**config.mk**
```make
export PLATFORM = sky130hd
export DESIGN_NAME = lsu_arbiter_flat
export DESIGN_NICKNAME = d
export VERILOG_FILES = /design/src/rtl/lsu_arb_pkg.sv /design/src/rtl/lsu_arb_if.sv /design/src/rtl/lsu_arb_pick.sv /design/src/rtl/lsu_arbiter.sv /design/src/flat_wrapper.sv
export SDC_FILE = /design/constraint.sdc
export NUM_CORES = 1
export LEC_CHECK = 0
export CAP_MARGIN = 20
export CORE_MARGIN = 2
export CORE_UTILIZATION = 45
export DETAILED_ROUTE_END_ITERATION = 10
export PLACE_DENSITY = 0.89
export REMOVE_ABC_BUFFERS = 1
export SLEW_MARGIN = 20
export SYNTH_ARGS = -nofsm -noshare
export SYNTH_HDL_FRONTEND = slang
export SYNTH_SLANG_ARGS = --single-unit
export TNS_END_PERCENT = 50
```
**constraint.sdc**
```tcl
create_clock -name i_clk -period 3.7 [get_ports i_clk]
set_input_delay 1.11 -clock i_clk [delete_from_list [all_inputs] [get_ports i_clk]]
set_output_delay 1.11 -clock i_clk [all_outputs]
set_load 0.01 [all_outputs]
```
**src/rtl/lsu_arb_pkg.sv**
```systemverilog
// Shared types and constants for the two-master LSU arbiter.
package lsu_arb_pkg;

  // Default (and maximum) address width carried in lsu_req_t.
  localparam int unsigned LSU_ADDR_W = 32;

  // Master identifiers, also used as bit positions in one-hot grants.
  localparam logic M0 = 1'b0;
  localparam logic M1 = 1'b1;

  typedef enum logic [0:0] {
    IDLE,
    LOAD_WAIT
  } arb_state_e;

  typedef struct packed {
    logic [LSU_ADDR_W-1:0] addr;
    logic [31:0]           wdata;
    logic                  wren;
    logic [2:0]            funct3;
  } lsu_req_t;

endpackage

```
**src/rtl/lsu_arb_if.sv**
```systemverilog
// One master channel of the LSU arbiter: request fields, grant and load response.
interface lsu_arb_if #(
  parameter int unsigned ADDR_W = 32
);
  logic              req;
  logic [ADDR_W-1:0] addr;
  logic [31:0]       wdata;
  logic              wren;
  logic [2:0]        funct3;
  logic              gnt;
  logic              rvalid;
  logic [31:0]       rdata;

  modport master (
    output req, addr, wdata, wren, funct3,
    input  gnt, rvalid, rdata
  );

  modport slave (
    input  req, addr, wdata, wren, funct3,
    output gnt, rvalid, rdata
  );
endinterface

```
**src/rtl/lsu_arb_pick.sv**
```systemverilog
// Combinational winner select between the two masters, one-hot grant out.
// Build option: LSU_ARB_RR_EN selects round-robin, otherwise fixed priority m0 > m1.
module lsu_arb_pick
  import lsu_arb_pkg::*;
(
  input  logic [1:0] req_i,
`ifdef LSU_ARB_RR_EN
  input  logic       last_i,
`endif
  output logic [1:0] gnt_o
);

  // Pick at most one requester.
  always_comb begin
    gnt_o = 2'b00;
`ifdef LSU_ARB_RR_EN
    if (&req_i) begin
      // On contention the master not granted last time wins.
      gnt_o = (last_i == M0) ? 2'b10 : 2'b01;
    end else begin
      gnt_o = req_i;
    end
`else
    if (req_i[M0]) begin
      gnt_o = 2'b01;
    end else if (req_i[M1]) begin
      gnt_o = 2'b10;
    end
`endif
  end

endmodule

```
**src/rtl/lsu_arbiter.sv**
```systemverilog
// Two-master arbiter serialising accesses onto a single-port LSU. Stores complete
// in the grant cycle; a load blocks further grants until its data returns after
// LD_LATENCY cycles. Build option: LSU_ARB_RR_EN (round-robin instead of fixed priority).
module lsu_arbiter
  import lsu_arb_pkg::*;
#(
  parameter int unsigned LD_LATENCY = 1,
  parameter int unsigned ADDR_W     = 32
) (
  input  logic              i_clk,
  input  logic              i_reset,
  lsu_arb_if.slave          m0,
  lsu_arb_if.slave          m1,
  output logic [ADDR_W-1:0] o_lsu_addr,
  output logic [31:0]       o_st_data,
  output logic              o_lsu_wren,
  output logic [2:0]        o_funct3,
  input  logic [31:0]       i_ld_data,
  output logic              o_busy
);

  localparam int unsigned CNT_W = (LD_LATENCY < 2) ? 1 : $clog2(LD_LATENCY);

  arb_state_e        state_q;
  logic [CNT_W-1:0]  cnt_q;
  logic              id_q;
  logic [ADDR_W-1:0] addr_q;
  logic [2:0]        funct3_q;
  logic [31:0]       wdata_q;
  logic [31:0]       rdata0_q;
  logic [31:0]       rdata1_q;
`ifdef LSU_ARB_RR_EN
  logic              last_q;
`endif

  logic [1:0] pick_oh;
  logic [1:0] gnt_oh;
  logic       grant;
  logic       ld_done;
  lsu_req_t   sel;

  lsu_arb_pick u_pick (
    .req_i  ({m1.req, m0.req}),
`ifdef LSU_ARB_RR_EN
    .last_i (last_q),
`endif
    .gnt_o  (pick_oh)
  );

  // Grants only in IDLE; reset gating keeps grants low while reset is held.
  always_comb begin
    gnt_oh  = pick_oh & {2{(state_q == IDLE) && i_reset}};
    grant   = |gnt_oh;
    ld_done = (state_q == LOAD_WAIT) && (cnt_q == '0);
    if (gnt_oh[M1]) begin
      sel = '{addr: LSU_ADDR_W'(m1.addr), wdata: m1.wdata, wren: m1.wren, funct3: m1.funct3};
    end else begin
      sel = '{addr: LSU_ADDR_W'(m0.addr), wdata: m0.wdata, wren: m0.wren, funct3: m0.funct3};
    end
  end

  // LSU and master outputs; address/data hold their last driven value between grants.
  always_comb begin
    m0.gnt     = gnt_oh[M0];
    m1.gnt     = gnt_oh[M1];
    m0.rvalid  = ld_done && (id_q == M0);
    m1.rvalid  = ld_done && (id_q == M1);
    m0.rdata   = m0.rvalid ? i_ld_data : rdata0_q;
    m1.rdata   = m1.rvalid ? i_ld_data : rdata1_q;
    o_lsu_addr = grant ? ADDR_W'(sel.addr) : addr_q;
    o_funct3   = grant ? sel.funct3 : funct3_q;
    o_st_data  = grant ? sel.wdata : wdata_q;
    o_lsu_wren = grant && sel.wren;
    o_busy     = (state_q == LOAD_WAIT);
  end

  // Arbitration FSM, load latency counter and held output values.
  always_ff @(posedge i_clk or negedge i_reset) begin
    if (!i_reset) begin
      state_q  <= IDLE;
      cnt_q    <= '0;
      id_q     <= M0;
      addr_q   <= '0;
      funct3_q <= '0;
      wdata_q  <= '0;
      rdata0_q <= '0;
      rdata1_q <= '0;
`ifdef LSU_ARB_RR_EN
      last_q   <= M0;
`endif
    end else begin
      case (state_q)
        IDLE: begin
          if (grant) begin
            addr_q   <= ADDR_W'(sel.addr);
            funct3_q <= sel.funct3;
            wdata_q  <= sel.wdata;
`ifdef LSU_ARB_RR_EN
            last_q   <= gnt_oh[M1] ? M1 : M0;
`endif
            if (!sel.wren) begin
              state_q <= LOAD_WAIT;
              cnt_q   <= CNT_W'(LD_LATENCY - 1);
              id_q    <= gnt_oh[M1] ? M1 : M0;
            end
          end
        end
        LOAD_WAIT: begin
          if (cnt_q == '0) begin
            state_q <= IDLE;
            if (id_q == M0) begin
              rdata0_q <= i_ld_data;
            end else begin
              rdata1_q <= i_ld_data;
            end
          end else begin
            cnt_q <= cnt_q - CNT_W'(1);
          end
        end
        default: state_q <= IDLE;
      endcase
    end
  end

endmodule

```
**src/flat_wrapper.sv**
```systemverilog
// flat-port wrapper written by rule: the top's interface ports become plain ports
module lsu_arbiter_flat import lsu_arb_pkg::*;
#(
  parameter int unsigned LD_LATENCY = 1,
  parameter int unsigned ADDR_W     = 32
)
  (i_clk, i_reset, o_lsu_addr, o_st_data, o_lsu_wren, o_funct3, i_ld_data, o_busy, m0_req, m0_addr, m0_wdata, m0_wren, m0_funct3, m0_gnt, m0_rvalid, m0_rdata, m1_req, m1_addr, m1_wdata, m1_wren, m1_funct3, m1_gnt, m1_rvalid, m1_rdata);
  lsu_arb_if #(.ADDR_W(ADDR_W)) m0_i ();
  lsu_arb_if #(.ADDR_W(ADDR_W)) m1_i ();
  input  logic i_clk;
  input  logic i_reset;
  output logic [ADDR_W-1:0] o_lsu_addr;
  output logic [31:0] o_st_data;
  output logic o_lsu_wren;
  output logic [2:0] o_funct3;
  input  logic [31:0] i_ld_data;
  output logic o_busy;
  input wire logic [$bits(m0_i.req)-1:0] m0_req;
  input wire logic [$bits(m0_i.addr)-1:0] m0_addr;
  input wire logic [$bits(m0_i.wdata)-1:0] m0_wdata;
  input wire logic [$bits(m0_i.wren)-1:0] m0_wren;
  input wire logic [$bits(m0_i.funct3)-1:0] m0_funct3;
  output wire logic [$bits(m0_i.gnt)-1:0] m0_gnt;
  output wire logic [$bits(m0_i.rvalid)-1:0] m0_rvalid;
  output wire logic [$bits(m0_i.rdata)-1:0] m0_rdata;
  input wire logic [$bits(m1_i.req)-1:0] m1_req;
  input wire logic [$bits(m1_i.addr)-1:0] m1_addr;
  input wire logic [$bits(m1_i.wdata)-1:0] m1_wdata;
  input wire logic [$bits(m1_i.wren)-1:0] m1_wren;
  input wire logic [$bits(m1_i.funct3)-1:0] m1_funct3;
  output wire logic [$bits(m1_i.gnt)-1:0] m1_gnt;
  output wire logic [$bits(m1_i.rvalid)-1:0] m1_rvalid;
  output wire logic [$bits(m1_i.rdata)-1:0] m1_rdata;
  assign m0_i.req = m0_req;
  assign m0_i.addr = m0_addr;
  assign m0_i.wdata = m0_wdata;
  assign m0_i.wren = m0_wren;
  assign m0_i.funct3 = m0_funct3;
  assign m0_gnt = m0_i.gnt;
  assign m0_rvalid = m0_i.rvalid;
  assign m0_rdata = m0_i.rdata;
  assign m1_i.req = m1_req;
  assign m1_i.addr = m1_addr;
  assign m1_i.wdata = m1_wdata;
  assign m1_i.wren = m1_wren;
  assign m1_i.funct3 = m1_funct3;
  assign m1_gnt = m1_i.gnt;
  assign m1_rvalid = m1_i.rvalid;
  assign m1_rdata = m1_i.rdata;
  lsu_arbiter #(.LD_LATENCY(LD_LATENCY), .ADDR_W(ADDR_W)) u_core (.i_clk(i_clk), .i_reset(i_reset), .m0(m0_i), .m1(m1_i), .o_lsu_addr(o_lsu_addr), .o_st_data(o_st_data), .o_lsu_wren(o_lsu_wren), .o_funct3(o_funct3), .i_ld_data(i_ld_data), .o_busy(o_busy));
endmodule
```
# After elaboration in Yosys (flattened, before gate mapping)
# Index checks and enable logic that the tools add are counted.
dict set report word_totals {
  out_inout_bits 137
  regBits 134
  input_bits 172
  wordCells 43
}
dict set report op_classes {
  bitwise_logic 5
  n_reduce_logical 10
  n_eq_ne 2
  add_sub_neg 1
  n_mux 17
}
# op n
set ops {}
lappend ops {{$mux W32} 4}
lappend ops {{$mux W68} 1}
lappend ops {{$reduce_and A3 Y1} 3}
lappend ops {{$mux W1} 7}
lappend ops {{$logic_and A1 B1 Y1} 5}
lappend ops {{$mux W2} 2}
lappend ops {{$not A1 Y1} 4}
lappend ops {{$pmux W1 S2} 2}
lappend ops {{$mux W3} 1}
lappend ops {{$and A2 B2 Y2} 1}
lappend ops {{$ne A2 B1 Y1 const B} 1}
lappend ops {{$ne A2 B2 Y1 const B} 1}
lappend ops {{$reduce_and A2 Y1} 1}
lappend ops {{$reduce_or A2 Y1} 1}
lappend ops {{$sub A1 B1 Y1 const B} 1}

# Logic depth before layout (Yosys ltp)
# Gate-level depths: netlist of the first run.
dict set report logic_depth {
  depth_word 7
  depth_mapped 5
  ltp_nobuf 3
}

# By module
# A second synthesis of the first run with hierarchy kept.
dict set report hier_totals {
  hier_cells 449
  area_unflattened_um2 6929.1
}
# mod instances cells_per_inst seq_area_each_um2 area_each_um2
set modules_own_cells {}
lappend modules_own_cells {lsu_arbiter 1 447 3328.2 6907.9}
lappend modules_own_cells {lsu_arb_pick 1 2 0.0 21.3}

# Least setup slack after synthesis of the first run
# OpenSTA, ideal clock, no wires.
dict set report synth_path {
  path_kind {input to output}
  from {in m1_req}
  to {out o_lsu_addr[10]}
  n_path_buf 2
  t_arrival_ns 2.081
  cell_stages 5
  required_ns 2.590
  path_slack_ns 0.509
  cell_sequence {nor2b_2 -> buf_4 -> buf_4 -> a22o_1 -> mux2_2}
}
dict set report synth_between {
  elab_chain_len 5
  elab_cells_between_ends 6
  classes_between {mux: 4; bitwise: 1; reduce/logical: 1}
}
# element line
set synth_rtl {}
lappend synth_rtl {{from (decl)} flat_wrapper.sv:26} ;# input wire logic [$bits(m1_i.req)-1:0] m1_req;
lappend synth_rtl {{$mux W2 (*)} lsu_arb_pick.sv:26} ;# end else if (req_i[M1]) begin
lappend synth_rtl {{$mux W2 (*)} lsu_arb_pick.sv:24} ;# if (req_i[M0]) begin
lappend synth_rtl {{$and A2 B2 Y2 (*)} lsu_arbiter.sv:52} ;# gnt_oh = pick_oh & {2{(state_q == IDLE) && i_reset}};
lappend synth_rtl {{$mux W68 or $reduce_or A2 Y1 (tied branches)} {lsu_arbiter.sv:55, lsu_arbiter.sv:53}}
lappend synth_rtl {{$mux W32 (*)} -}
lappend synth_rtl {{to (decl)} flat_wrapper.sv:12} ;# output logic [ADDR_W-1:0] o_lsu_addr;
# Mark *: on every way between the ends. The rest lies on a longest branch, timed or not.

# Final worst setup path of the first run
dict set report layout_path {
  from {in m0_req}
  to {out o_lsu_addr[23]}
}
dict set report layout_between {
  elab_chain_len 4
  elab_cells_between_ends 5
  classes_between {mux: 3; bitwise: 1; reduce/logical: 1}
}
# element line
set layout_rtl {}
lappend layout_rtl {{from (decl)} flat_wrapper.sv:18} ;# input wire logic [$bits(m0_i.req)-1:0] m0_req;
lappend layout_rtl {{$mux W2 (*)} lsu_arb_pick.sv:24}
lappend layout_rtl {{$and A2 B2 Y2 (*)} lsu_arbiter.sv:52}
lappend layout_rtl {{$mux W68 or $reduce_or A2 Y1 (tied branches)} {lsu_arbiter.sv:55, lsu_arbiter.sv:53}}
lappend layout_rtl {{$mux W32 (*)} -}
# Marked as above.

==> impl_results.md, run 1 <==
* Quantity of I/O buffers inserted on ports at 308
* Drt drc at 0
* HPWL after DPL at 14.2 mm
* Diode count at 0
* CTS Buffer Depth at 2
* R2R cell count at 9
* Crit-path max FO at 5
* Hold path depth at 1
* RD Place Congestion at 0.854
* WS Path Type: in -> out
* Area of the multi-input gates at just over 3000 um2
* Clk root buf: clkbuf_16
* Clock-pin transition on the worst setup and hold timing paths at about 0.050 ns
* Fillers at 882
* Crit start category: input pin
* First-pass GRT wire length at 32.2 mm
* Min Hold Slack at between 0.4 and 0.5 ns
* Pwr Total at 5.96 mW
* Final Hold Fails at 0
* Post-synthesis sequential area ratio at 0.507
* Reg2reg end: u_core.addr_q[19]
* Final net count at 991
* Yosys top cell area share at 0.507
* Max transition margin at 0.497
* Gr ovfl total at 0
* Initial core utilization at 0.457
* Worst Hold End: u_core.rdata1_q[25]
* TritonCTS clock tree: built
* Mean post-synth cell area at 14.6 um2
* P&R area growth vs syn at 65.7%
* Post-synthesis cell type count at 19
* Vias in the first global route at 5998
* Max-slew violations at 0
* #FFs+latches synth at 133
* Clock net sink count at 133
* Worst vdd ir at around 0.00050 V
* Post-DR wirelength/cell at 20.2 um
* Largest net degree at the start of global routing at 84
* # rows at 44
* Gr usage total at 0.264
* Ports at 309
* CP required at roughly 2.6 ns
* Main synth FF type: dfrtp_1
* Num CTS Buffers at 17
* Maxcap violations at 0
* # hold bufs at CTS at 0
* Cell Area, Synth at 6570 um2
* Synth Instances at around 450
* Pre-CTS WS at -0.513 ns
* Post-route setup slack at between 0.02 and 0.025 ns
* Routed vias at 5347
* WP data arrival at about 2.6 ns
* H-tree levels at 4
* Die width at roughly 120 um
* Worst setup path start: m0_req
* Die Height at 125 um
* PwrDens at about 550 nW/um2
* Detail Route Antenna Nets at 0
* Status: completed
* Reg area at 3330 um2
* Post-synth EDFFs at 0
* Worst-Skew Late Latency at 0.41 ns
* Fmax at 272 MHz
* Final TNS setup at 0 ns
* Ys Warns at 0
* Die area at 15600 um2
* Slew @ Worst Pin at ~0.76 ns
* Antenna violations before repair at 0
* Vias per cell at 5.26
* Layout cells sized above 1 at 0.446
* Initial DRT Pass Iterations at 4
* Area leader, netlist: dfrtp_1
* Hold_sp: u_core.rdata1_q[25]
* Skew final at 0.00868 ns
* Initial detailed-routing violation count at 247
* Core area at 14400 um2
* Ys async rst share at 1.00
* HP Class: reg -> reg
* Min Clock Period, post-route at 3.68 ns
* RSZ-0062 raised after global routing: true
* Worst R2R Setup Slack at 1.66 ns
* Synth top area cells: dfrtp_1 (51%), mux2_2 (31%), a22o_1 (9.1%)
* Crit. End Element: primary output
* Reg2reg start: u_core.o_busy
* Drt total wl at around 21 mm
* Cell leakage power at 4.82 nW
* Final setup violating endpoints at 0
* Final worst-path cycle share at 0.995
==> what timing repair did <==
action / CTS / global route
setup buffers: 13 / 0
endpoints found under the setup margin: 69 / 31
gates cloned: 6 / 0
pin swaps: 9 / 0
gates resized for setup: 216 / 28
==> layout by cell type (no fill, tap or decap), drive strengths merged <==
cell type / n
clkdlybuf4s15: 11
a22o: 68
nor2b: 2
clkdlybuf4s50: 237
clkinv: 6
nand3b: 1
dlygate4sd2: 3
buf: 114
clkbuf: 39
inv: 6
dfrtp: 133
o21ai: 2
o22ai: 1
nor2: 2
nand2: 1
mux2: 198
bufinv: 3
nand2b: 1
clkinvlp: 3
nand4bb: 1
==> state kept, by name (all words and copies together), names as in the netlist <==
name and flops:
u_core.rdata1_q 32, u_core.funct3_q 3, u_core.id_q 1, u_core.rdata0_q 32
u_core.wdata_q 32, u_core.o_busy 1, u_core.addr_q 32
==> kinds of logic (layout without fill, tap and decap cells) <==
family	after synthesis	after routing	share of synthesized area
buf+inv	39	422	0.0402
simple gates	8	8	0.00895
mux	198	198	0.351
compound gates	71	71	0.0932
flops	133	133	0.507
==> worst max-delay path by stage <==
| stage | endpoint |
|---|---|
| 6_report | o_lsu_addr[23] |
| 5_1_grt | o_lsu_addr[23] |
| 4_1_cts | o_st_data[10] |
| 3_5_place_dp | o_lsu_addr[15] |
| 3_3_place_gp | o_st_data[25] |
| 2_1_floorplan | o_funct3[0] |
==> power breakdown <==
group | switching [mW] | internal, mW | leakage, nW
Sequential | 0.154 | 1.87 | 1.55
Clock | 0.655 | 1.06 | 0.290
Combinational | 0.873 | 1.35 | 2.98
==> cell usage after synthesis (2+ instances only) <==
library cell    n
mux2_2        178
a22o_1         68
inv_1           3
mux2_4         20
o21ai_0         2
dfrtp_1       133
buf_6           9
buf_1           3
buf_2          16
buf_4           8
==> routing by layer <==
metal  part of all wire  global-route usage
met2               0.51               0.466
met1               0.37               0.287
met3              0.088              0.0936
met5                  0                   0
met4              0.026               0.113
==> worst max-delay path, cell delays in order <==
cell and delay (ns):
buf_6 0.10, nand4bb_4 0.19, buf_12 0.15, buf_6 0.11, buf_12 0.12, buf_16 0.13
a22o_1 0.21, mux2_2 0.28, buf_2 0.15
==> final cells by class <==
class                           count  area share
Sequential cell                   133       0.306
Tap cell                          184      0.0212
Inverter                            3     0.00103
Clock buffer                       17      0.0391
Timing Repair Buffer              387       0.339
Multi-Input combinational cell    277       0.277
Clock inverter                     15      0.0166
==> metrics by stage <==
stage,cells,area (um2),utilization
after CTS,1016,11000,0.765
after global routing,1016,10900,0.757
after detailed placement,965,10200,0.709
after global placement,965,10200,0.709
after floorplan,413,6310,-
final,1016,10900,0.757
(Power assumes the default switching activity.)
==> run 2: changes to the inputs <==
- CORE_UTILIZATION: 45 -> 42
- PLACE_DENSITY: 0.89 -> 0.84
- clock period: 3.7 -> 3.9 ns (I/O delays scaled with it)
==> run 2 against run 1 <==
Count of clock-buffer cells in the layout rose by 2. Hold slack better by 0.0045 ns. Critical path depth down 2. Sequential power down 5%. Via count rose by 0.97%. Power fell by 4.6%. First-iteration DRC count decreased by 17%. Wire length rose by 1.8%. Die area increased by 6.9%. Sequential share of layout area shrank 0.26 points. Critical endpoint is now o_lsu_addr[24]. Largest power group unchanged.
==> impl_results.md, run 2 (synthesis results as in run 1) <==
* Reg2reg start: u_core.o_busy
* Diode count at 0 (unchanged)
* Detail Route Antenna Nets at 0 (unchanged)
* Cell leakage power at 4.77 nW (-1.1%)
* Worst R2R Setup Slack at 1.93 ns (+0.27 ns)
* Layout cells sized above 1 at 0.400 (-0.0459)
* Final Hold Fails at 0 (unchanged)
* Skew final at 0.00708 ns (-0.00160 ns)
* Final net count at 984 (-0.71%)
* Routed vias at 5399 (+0.97%)
* Initial DRT Pass Iterations at 4 (unchanged)
* Final setup violating endpoints at 0 (unchanged)
* Maxcap violations at 0 (unchanged)
* Die area at 16700 um2 (+6.9%)
* Worst-Skew Late Latency at 0.42 ns (about the same)
* Largest net degree at the start of global routing at 83 (-1.2%)
* CP required at 2.73 ns (+0.14 ns)
* # hold bufs at CTS at 0 (unchanged)
* First-pass GRT wire length at 31.4 mm (-2.5%)
* WP data arrival at 2.66 ns (+0.09 ns)
* Min Clock Period, post-route at about 3.8 ns
* TritonCTS clock tree: built
* Final cell count without fillers at 1036 (+2.0%)
* Status: completed
* Slew @ Worst Pin at 0.736 ns (-0.0189 ns)
* WS Path Type: in -> out
* Worst vdd ir at 0.000432 V (-13%)
* Drt drc at 0 (unchanged)
* Ports at 309 (unchanged)
* Hold path depth at 1 (unchanged)
* Quantity of I/O buffers inserted on ports at 308 (unchanged)
* Placed cell count at 993 (+2.9%)
* HP Class: reg -> reg
* Met1 Usage GRT at 0.261 (-0.0254)
* Most frequent cells in the layout: clkdlybuf4s50_1 (238), mux2_2 (178), dfrtp_1 (133)
* Vias in the first global route at 6158 (+2.7%)
* Met2 usage at 0.443 (-0.0229)
* Num CTS Buffers at 17 (unchanged)
* Gr usage total at 0.248 (-0.0161)
* Commonest non-fill, non-tap cell in the layout: clkdlybuf4s50_1
* Crit. End Element: primary output
* Met3 Usage GRT at 0.0867 (-0.00694)
* Core area at 15300 um2 (+6.2%)
* P&R area growth vs syn at 67.1%
* Clk root buf: clkbuf_16
* Final worst-path cycle share at 0.983
* Clock net sink count at 133 (unchanged)
* Worst Hold End: u_core.rdata1_q[12]
* R2R cell count at 7 (-2)
* Die Height at 129 um (+3.4%)
* RSZ-0062 raised after global routing: false
* Final TNS setup at 0 ns (unchanged)
* Vias per cell at 5.21 (-0.98%)
* Post-DR wirelength/cell at 20.2 um (-0.16%)
* HPWL after DPL at 14.3 mm (+0.91%)
* Antenna violations before repair at 0 (unchanged)
* Drt total wl at 20.9 mm (+1.8%)
* Max-slew violations at 0 (unchanged)
* Gr ovfl total at 0 (unchanged)
* Clock-pin transition on the worst setup and hold timing paths at 0.06 ns (about the same)
* Initial core utilization at 0.430 (-0.0266)
* GRT Max-Usage Layer: met2
* Crit-path max FO at 15 (+10)
* Hold_sp: u_core.rdata1_q[12]
* H-tree levels at 4 (unchanged)
* # rows at 45 (+2.3%)
* Initial detailed-routing violation count at 205 (-17%)
* PwrDens at 518 nW/um2 (-5.5%)
* Max transition margin at 0.509 (+0.0126)
* Reg2reg end: u_core.addr_q[20]
* Fmax at 261 MHz
* Crit start category: input pin
* Die width at 129 um (+3.4%)
* RD Place Congestion at 0.800 (-6.4%)
* CTS Buffer Depth at 2 (unchanged)
[run 2: cell count changes in the layout (fill, tap and decap cells not counted), sizes merged]
cell           change
buf               -28
bufbuf             +2
clkbuf            -19
clkdlybuf4s15     +31
clkdlybuf4s50      +1
clkinv             -2
dlygate4sd2        +8
[run 2: worst max path at each step]
stage | startpoint | slack (ns) | cells past startpoint | to
6_report | m0_req | 0.07 | 7 | o_lsu_addr[24]
5_1_grt | m0_req | 0.006 | 7 | o_st_data[17]
4_1_cts | m1_req | 0.02 | 7 | o_lsu_addr[20]
3_5_place_dp | m0_req | -0.54 | 6 | o_st_data[11]
3_3_place_gp | m0_req | -0.46 | 6 | o_st_data[11]
2_1_floorplan | i_reset | -1.14 | 3 | o_funct3[0]
[run 2: what timing repair did]
item / in CTS / in global routing
setup endpoints to repair: 69 / 49
setup buffers: 6 / 0
gates resized for setup: 172 / 1
pin swaps: 6 / 1
gates cloned: 5 / 0
hold endpoints to repair: 0 / 0
[run 2: final cells by class]
type | instances | area (um2)
Fill cell | 972 | 4280
Timing Repair Buffer | 380 | 3770
Sequential cell | 133 | 3330
Multi-Input combinational cell | 277 | 3000
Clock buffer | 19 | 433
Tap cell | 211 | 264
Clock inverter | 13 | 174
Inverter | 3 | 11.3
[run 2: worst max-delay path, cell delays in order]
cell and delay [ns]:
buf_2 0.13, nand4bb_4 0.28, buf_6 0.19, buf_16 0.16, a22o_1 0.20, mux2_2 0.26
clkdlybuf4s15_1 0.26
[run 2: stage by stage]
step | hold slack, ns | setup slack (ns) | power (mW) | instance area (um2) | util
floorplan | 0.477 | -1.14 | 2.84 | 6310 | -
global placement | 0.479 | -0.457 | 4.02 | 10200 | 0.671
detailed placement | 0.483 | -0.537 | 4.10 | 10200 | 0.671
CTS | 0.498 | 0.0188 | 5.72 | 11000 | 0.719
global route | 0.507 | 0.00589 | 5.94 | 11000 | 0.719
finish | 0.495 | 0.0666 | 5.68 | 11000 | 0.719
[run 2: per-layer routing]
layer,vias to the layer above,wire (um)
met5,-,0
met4,0,764
met3,59,1930
met2,274,10400
met1,2651,7810
li1,2415,-
[run 2: power by group]
part / switching (mW) / internal (mW) / leakage (nW)
clock: 0.623 / 1.01 / 0.285
sequential: 0.141 / 1.77 / 1.55
combinational: 0.834 / 1.30 / 2.93
total: 1.60 / 4.08 / 4.77
==> run 3: changes to the inputs <==
- GPL_ROUTABILITY_DRIVEN: unset -> 1
==> results of run 3 <==
The final DEF is identical to that of run 2; final timing and power are the same.
